File: config.mk
export PLATFORM = sky130hd
export DESIGN_NAME = barril_motion
export DESIGN_NICKNAME = d
export VERILOG_FILES = /design/src/rtl/barril_motion.sv
export SDC_FILE = /design/constraint.sdc
export NUM_CORES = 1
export LEC_CHECK = 0
export ABC_AREA = 1
export BUFFER_PORTS_ARGS = -buffer_cell sky130_fd_sc_hd__buf_2
export CAP_MARGIN = 40
export CORE_MARGIN = 1.5
export CORE_UTILIZATION = 40
export DETAILED_ROUTE_END_ITERATION = 10
export PLACE_DENSITY = 0.58
export REMOVE_ABC_BUFFERS = 1
export SETUP_SLACK_MARGIN = 0.1
export SYNTH_ARGS = -nofsm -noshare
export SYNTH_HDL_FRONTEND = slang
export SYNTH_SLANG_ARGS = --single-unit
File: constraint.sdc
create_clock -name clk -period 3.3 [get_ports clk]
set_input_delay 0.165 -clock clk [delete_from_list [all_inputs] [get_ports clk]]
set_output_delay 0.165 -clock clk [all_outputs]
set_load 0.02 [all_outputs]
File: src/rtl/barril_motion.sv
// Position generator for one rolling barrel.
// Rolls across a stack of platforms, one step per frame tick.
module barril_motion #(
   parameter logic [9:0] H_MIN      = 10'd32,
   parameter logic [9:0] H_MAX      = 10'd592,
   parameter logic [9:0] V_TOP      = 10'd64,
   parameter logic [9:0] LEVEL_STEP = 10'd96,
   parameter int         NUM_LEVELS = 4,
   parameter logic [9:0] H_STEP     = 10'd2,
   parameter logic [9:0] V_STEP     = 10'd4,
   parameter logic [9:0] SPAWN_H    = 10'd32
) (
   input  logic       clk,
   input  logic       rst_n,
   input  logic       frame_tick,
   input  logic       spawn,
   input  logic       kill,
   output logic [9:0] curr_h,
   output logic [9:0] curr_v,
   output logic       display_barril,
   output logic       busy,
   output logic       done
);

   typedef enum logic [1:0] {
      IDLE   = 2'd0,
      ROLL_R = 2'd1,
      ROLL_L = 2'd2,
      FALL   = 2'd3
   } state_t;

   state_t     state_q, state_d;
   logic [9:0] curr_h_q, curr_h_d;
   logic [9:0] curr_v_q, curr_v_d;
   logic [9:0] target_v_q, target_v_d;
   logic [2:0] level_q, level_d;
   logic       dir_r_q, dir_r_d;
   logic       done_q, done_d;

   logic [10:0] h_sum;
   logic [10:0] l_lim;
   logic        at_r;
   logic        at_l;
   logic        last_lvl;
   logic [9:0]  v_next;
   logic        edge_hit;

   // Next-state and datapath update for the barrel walk.
   always_comb begin
      state_d    = state_q;
      curr_h_d   = curr_h_q;
      curr_v_d   = curr_v_q;
      target_v_d = target_v_q;
      level_d    = level_q;
      dir_r_d    = dir_r_q;
      done_d     = 1'b0;
      edge_hit   = 1'b0;

      h_sum    = {1'b0, curr_h_q} + {1'b0, H_STEP};
      l_lim    = {1'b0, H_MIN} + {1'b0, H_STEP};
      at_r     = h_sum >= {1'b0, H_MAX};
      at_l     = {1'b0, curr_h_q} <= l_lim;
      last_lvl = level_q == 3'(NUM_LEVELS - 1);
      v_next   = curr_v_q + V_STEP;

      if (kill) begin
         state_d = IDLE;
      end else begin
         unique case (state_q)
            IDLE: begin
               if (spawn) begin
                  state_d    = ROLL_R;
                  curr_h_d   = SPAWN_H;
                  curr_v_d   = V_TOP;
                  target_v_d = V_TOP;
                  level_d    = 3'd0;
                  dir_r_d    = 1'b1;
               end
            end
            ROLL_R: begin
               if (frame_tick) begin
                  if (at_r) begin
                     curr_h_d = H_MAX;
                     edge_hit = 1'b1;
                  end else begin
                     curr_h_d = curr_h_q + H_STEP;
                  end
               end
            end
            ROLL_L: begin
               if (frame_tick) begin
                  if (at_l) begin
                     curr_h_d = H_MIN;
                     edge_hit = 1'b1;
                  end else begin
                     curr_h_d = curr_h_q - H_STEP;
                  end
               end
            end
            FALL: begin
               if (frame_tick) begin
                  curr_v_d = v_next;
                  if (v_next == target_v_q) begin
                     level_d = level_q + 3'd1;
                     state_d = dir_r_q ? ROLL_R : ROLL_L;
                  end
               end
            end
            default: state_d = IDLE;
         endcase

         if (edge_hit) begin
            if (last_lvl) begin
               state_d = IDLE;
               done_d  = 1'b1;
            end else begin
               state_d    = FALL;
               target_v_d = curr_v_q + LEVEL_STEP;
               dir_r_d    = ~dir_r_q;
            end
         end
      end
   end

   // State and position registers.
   always_ff @(posedge clk or negedge rst_n) begin
      if (!rst_n) begin
         state_q    <= IDLE;
         curr_h_q   <= SPAWN_H;
         curr_v_q   <= V_TOP;
         target_v_q <= V_TOP;
         level_q    <= 3'd0;
         dir_r_q    <= 1'b1;
         done_q     <= 1'b0;
      end else begin
         state_q    <= state_d;
         curr_h_q   <= curr_h_d;
         curr_v_q   <= curr_v_d;
         target_v_q <= target_v_d;
         level_q    <= level_d;
         dir_r_q    <= dir_r_d;
         done_q     <= done_d;
      end
   end

   assign curr_h         = curr_h_q;
   assign curr_v         = curr_v_q;
   assign busy           = state_q != IDLE;
   assign display_barril = busy;
   assign done           = done_q;

endmodule
# Word-level counts from Yosys, hierarchy flattened
# Index checks and enable logic that the tools add are counted.
# word_totals
out_inout_bits	23
reg_bits	37
elab_cells	77
# op_classes
mux	38
n_eq_ne	13
bitwise	2
add_sub_neg	6
reduce_logical	9
order_cmp	2
# ops
operator	count
2-to-1 mux 10 bit	11
one-hot mux 10 bit (3 select lines)	1
one-hot mux 10 bit (2 select lines)	1
2-to-1 mux 2 bit	7
2-to-1 mux 1 bit	12
inequality test 4 bit, second input constant	3
adder 10 x 2 -> 11 bit, second input constant	1
>= comparator 11 x 10 -> 1 bit, second input constant	1
adder 10 x 2 -> 10 bit, second input constant	1
adder 10 x 3 -> 10 bit, second input constant	1
adder 10 x 7 -> 10 bit, second input constant	1
equality test 10 bit	1
less-or-equal comparator 10 x 6 -> 1 bit, second input constant	1
inequality test 2 bit, second input constant	5
AND reduction 5 bit	2
subtractor 10 x 2 -> 10 bit, second input constant	1
2-to-1 mux 3 bit	3
AND reduction 4 bit	2
one-hot mux 3 bit (2 select lines)	1
equality test 2 bit, second input constant	2
one-hot mux 2 bit (2 select lines)	1
nonzero test 2 bit	2
nonzero test 4 bit	1
adder 3 x 1 -> 3 bit, second input constant	1
6 further kinds	7

# Logic depth before layout (Yosys ltp)
# logic_depth
depth_word	8
ltp_mapped	17

# Worst setup path after synthesis
# OpenSTA, ideal clock, no wires.
# synth_path
kind	reg2reg
start	reg curr_v_q[6], in the netlist curr_v[6]
end	reg state_q[1]
arrival_ns	1.818
setup_time_ns	0.118
required_time_ns	3.182
slack_ns	1.364
path_stages_with_launch	13
path_cell_list	dfstp_2 -> ha_1 -> inv_1 -> nor2_1 -> nand3_1 -> nand3_1 -> nand2_1 -> nor2_1 -> nand3_1 -> a21oi_1 -> nand2_1 -> nand3_1 -> nand2_1
# synth_between
elab_chain_len	4
# synth_lines
item	line_no	text
from (decl)	34	logic [9:0] curr_v_q, curr_v_d;
from (signal assigned)	138	curr_v_q <= curr_v_d;
adder 10 x 3 -> 10 bit	64	v_next = curr_v_q + V_STEP;
equality test 10 bit	103	if (v_next == target_v_q) begin
inequality test 4 bit (no line)	-	
AND reduction 4 bit (no line)	-	
to (signal assigned)	136	state_q <= state_d;
to (decl)	32	state_t state_q, state_d;
# Every way passes these cells.
# A chain may end at the register's enable or synchronous reset.

# Worst setup path in the final report
# Same ends and word-level chain as after synthesis.

==> run_results.csv <==
group,metric,value,unit
route,drt_iter0_markers,130,
timing,finalHoldViolCount,0,
min_path,min_to,"done$_DFF_PN0_",
worst_setup_path,cp.arrival,2.31,ns
timing,fmax,470,MHz
final_layout,fin_nets,388,
floorplan,rows,28,
grt,grt_usage,0.189,
route,ant_nets,0,
clocking,cts_tree,"built",
timing,setup_viol,0,
final_layout,final_cells,446,
final_layout,multi_input_area,1360,um2
synthesis,synthesis.area,2440,um2
worst_setup_path,r2r_slack,1.17,ns
floorplan,start_util,0.413,
timing,min_period,2.13,ns
synthesis,avgSynthCellArea,7.17,um2
clocking,clock_sinks,34,
placed_design,pre_cts_slack,1.18,ns
clocking,cts_max_level,2,
route,drc_errors,0,
clocking,cts_setup_buffers,0,
timing,setup_ws,1.17,ns
clocking,cts.clk_slew.worst_paths,0.08,ns
clocking,clock_latency,0.29,ns
floorplan,design.core.area,5920,um2
final_layout,diodes,0,
synthesis,synth_seq_cells,34,
grt,grt_max_degree,35,
grt,grt_pass1_vias,2075,
worst_setup_path,cp_max_fo,6,
grt,grt.overflow.total,0,
worst_setup_path,reg2reg_to,"state_q[1]$_DFFE_PN0P_",
synthesis,synth_largest_area_cell,"dfrtp_1",
min_path,hold_depth,2,
synthesis,yosys.area.top_type_share,0.307,
timing,grt_setup_unrepaired,"false",
timing,skew,0.0104,ns
pwr,pwr_density_cell,425,nW/um2
worst_setup_path,worstSetupPathType,"reg -> reg",
worst_setup_path,cp-end-kind,"flip-flop",
synthesis,synth_warnings,0,
outcome,outcome,"completed",
synthesis,synth_flop_cell,"dfrtp_1",
placed_design,dp_hpwl,4.20,mm
floorplan,die_x,81.2,um
clocking,cts-resized-gates,0,
timing,slew-limit-headroom,0.472,
timing,fin_crit_sh,0.645,
grt,antenna_found_initial,0,
worst_setup_path,reg2reg_from,"curr_v[6]$_DFFE_PN1P_",
final_layout,fillers,600,
final_layout,register_area,856,um2
pwr,leakage,1.40,nW
synthesis,seq_area_frac_synth,0.350,
route,vias,2257,
synthesis,async_reset_ff_frac,1.00,
timing,fin_worst_hold_slack,0.0784,ns
worst_setup_path,startpoint_type,"flip-flop",
pwr,ir_worst_vdd,219,uV
flow_run,drv_cap,0,
min_path,min_path_type,"in -> reg",
placed_design,port_buffers,24,
synthesis,synth_edf_count,0,
clocking,clk_path_buf_depth,2,
grt,grt_pass1_wl,9.70,mm
floorplan,dieArea,6590,um2
floorplan,die_h,81.2,um
min_path,hold_start,"kill",
route,drtPass1Iterations,5,
floorplan,pin_count,28,
final_layout,area_growth,13.7,%
timing,drv_slew,0,
timing,setup_tns,0,ns
route,vias_per_cell,5.06,
synthesis,yosys-top-cells-area,"dfrtp_1 (31%), nand2_1 (14%), nand3_1 (7.0%)",
route,wl,5.63,mm
placed_design,dp_cells,437,
timing,tightestPinTransition,0.792,ns
clocking,numCtsBuffers,5,
route,routedWlPerCell,12.6,um
worst_setup_path,cp.required,3.48,ns
synthesis,netlist_instances,341,
worst_setup_path,worstRegToRegCells,12,
clocking,clockRootBuffer,"clkbuf_8",
final_layout,drive_above_1_share,0.186,
placed_design,globalplace.congestion,0.871,
synthesis,ys_types,31,
worst max-delay path, cell delays in order (launching register included):
cell	delay (ns)
dfstp_2	0.58
ha_1	0.24
inv_1	0.06
nor2_1	0.17
nand3_1	0.12
nand3_1	0.09
nand2_1	0.05
nor2_1	0.10
nand3_1	0.17
a21oi_1	0.20
nand2_1	0.11
nand3_1	0.08
nand2_1	0.05
worst max path at each step:
stage | end | cells after the start | slack (ns) | start
floorplan | level_q[0]$_DFFE_PN0P_ | 10 | 1.29 | state_q[0]$_DFFE_PN0P_
global placement | state_q[1]$_DFFE_PN0P_ | 12 | 1.16 | curr_v[6]$_DFFE_PN1P_
detailed placement | state_q[1]$_DFFE_PN0P_ | 12 | 1.18 | curr_v[6]$_DFFE_PN1P_
CTS | state_q[1]$_DFFE_PN0P_ | 12 | 1.15 | curr_v[6]$_DFFE_PN1P_
global route | state_q[0]$_DFFE_PN0P_ | 13 | 0.97 | curr_v[5]$_DFFE_PN0P_
finish | state_q[1]$_DFFE_PN0P_ | 12 | 1.17 | curr_v[6]$_DFFE_PN1P_
layout make-up:
class | count | share of cell area
multi-input cells | 253 | 0.489
inverters | 49 | 0.0662
flip-flops and latches | 34 | 0.308
repair buffers | 27 | 0.0522
clock buffers | 6 | 0.0297
clock inverters | 2 | 0.0216
well taps | 75 | 0.0338
timing repair:
action,in CTS,in global routing
hold endpoints to repair,13,0
endpoints found under the setup margin,0,0
hold buffers,1,0
cell usage in the layout, fill, tap and decap left out, types with 2 or more instances in the layout:
cell	count
nand2_1	94
inv_1	38
nand3_1	34
dfrtp_1	30
o21ai_1	24
buf_2	24
nor2_1	21
ha_1	13
inv_2	11
a21oi_1	9
o22ai_1	8
nand4_1	7
xor2_1	6
o21ai_0	6
clkbuf_8	6
nor2_2	5
nand2_2	4
nand2_4	4
dfstp_2	4
xnor2_1	3
conb_1	3
a21oi_2	2
nand3b_1	2
o31ai_1	2
bufinv_16	2
buf_4	2
sequential cells by signal, indices dropped and copies added, names as in the netlist:
name,count
curr_v,8
curr_h,9
done,1
state_q,2
dir_r_q,1
target_v_q,10
level_q,3
Yosys cell counts, drive strengths merged, types with 2 or more instances:
master  number
nand4        8
a21oi       11
nand2      102
buf          7
dfstp        4
o31ai        2
nand3       35
nor2        27
nand3b       2
xor2         6
dfrtp       30
o21ai       30
xnor2        3
inv         49
o22ai        8
ha          13
kinds of logic (layout without fill, tap and decap cells):
group	Yosys count	in the layout	synth area share
and+or+nand+nor	176	176	0.335
xor gates and xnor gates	9	9	0.0322
buffers and inverters	56	84	0.0972
adders and majority gates	13	13	0.0665
AOI/OAI and AO/OA	52	52	0.117
other	1	3	0.00153
DFF	34	34	0.350
stage by stage:
step | total power, mW | utilization | cell area, um2
floorplan | 0.632 | - | 2400
global placement | 0.702 | 0.444 | 2630
detailed placement | 0.702 | 0.444 | 2630
CTS | 1.19 | 0.470 | 2780
global route | 1.24 | 0.470 | 2780
finish | 1.18 | 0.470 | 2780
where the power goes:
part           internal (mW)  switching, mW  leakage [nW]
logic                 0.0768          0.155         0.873
clock network          0.322          0.162        0.0714
registers              0.441         0.0230         0.459
total                  0.841          0.340          1.40
per-layer routing:
metal / track usage / up-vias / routed length [um]
met5: 0 / - / 0
met3: 0.0348 / 4 / 263
li1: - / 1158 / -
met4: 0.0431 / 0 / 29
met2: 0.287 / 55 / 2460
met1: 0.278 / 1040 / 2880
Note: power is estimated with default switching activity, not from simulation.
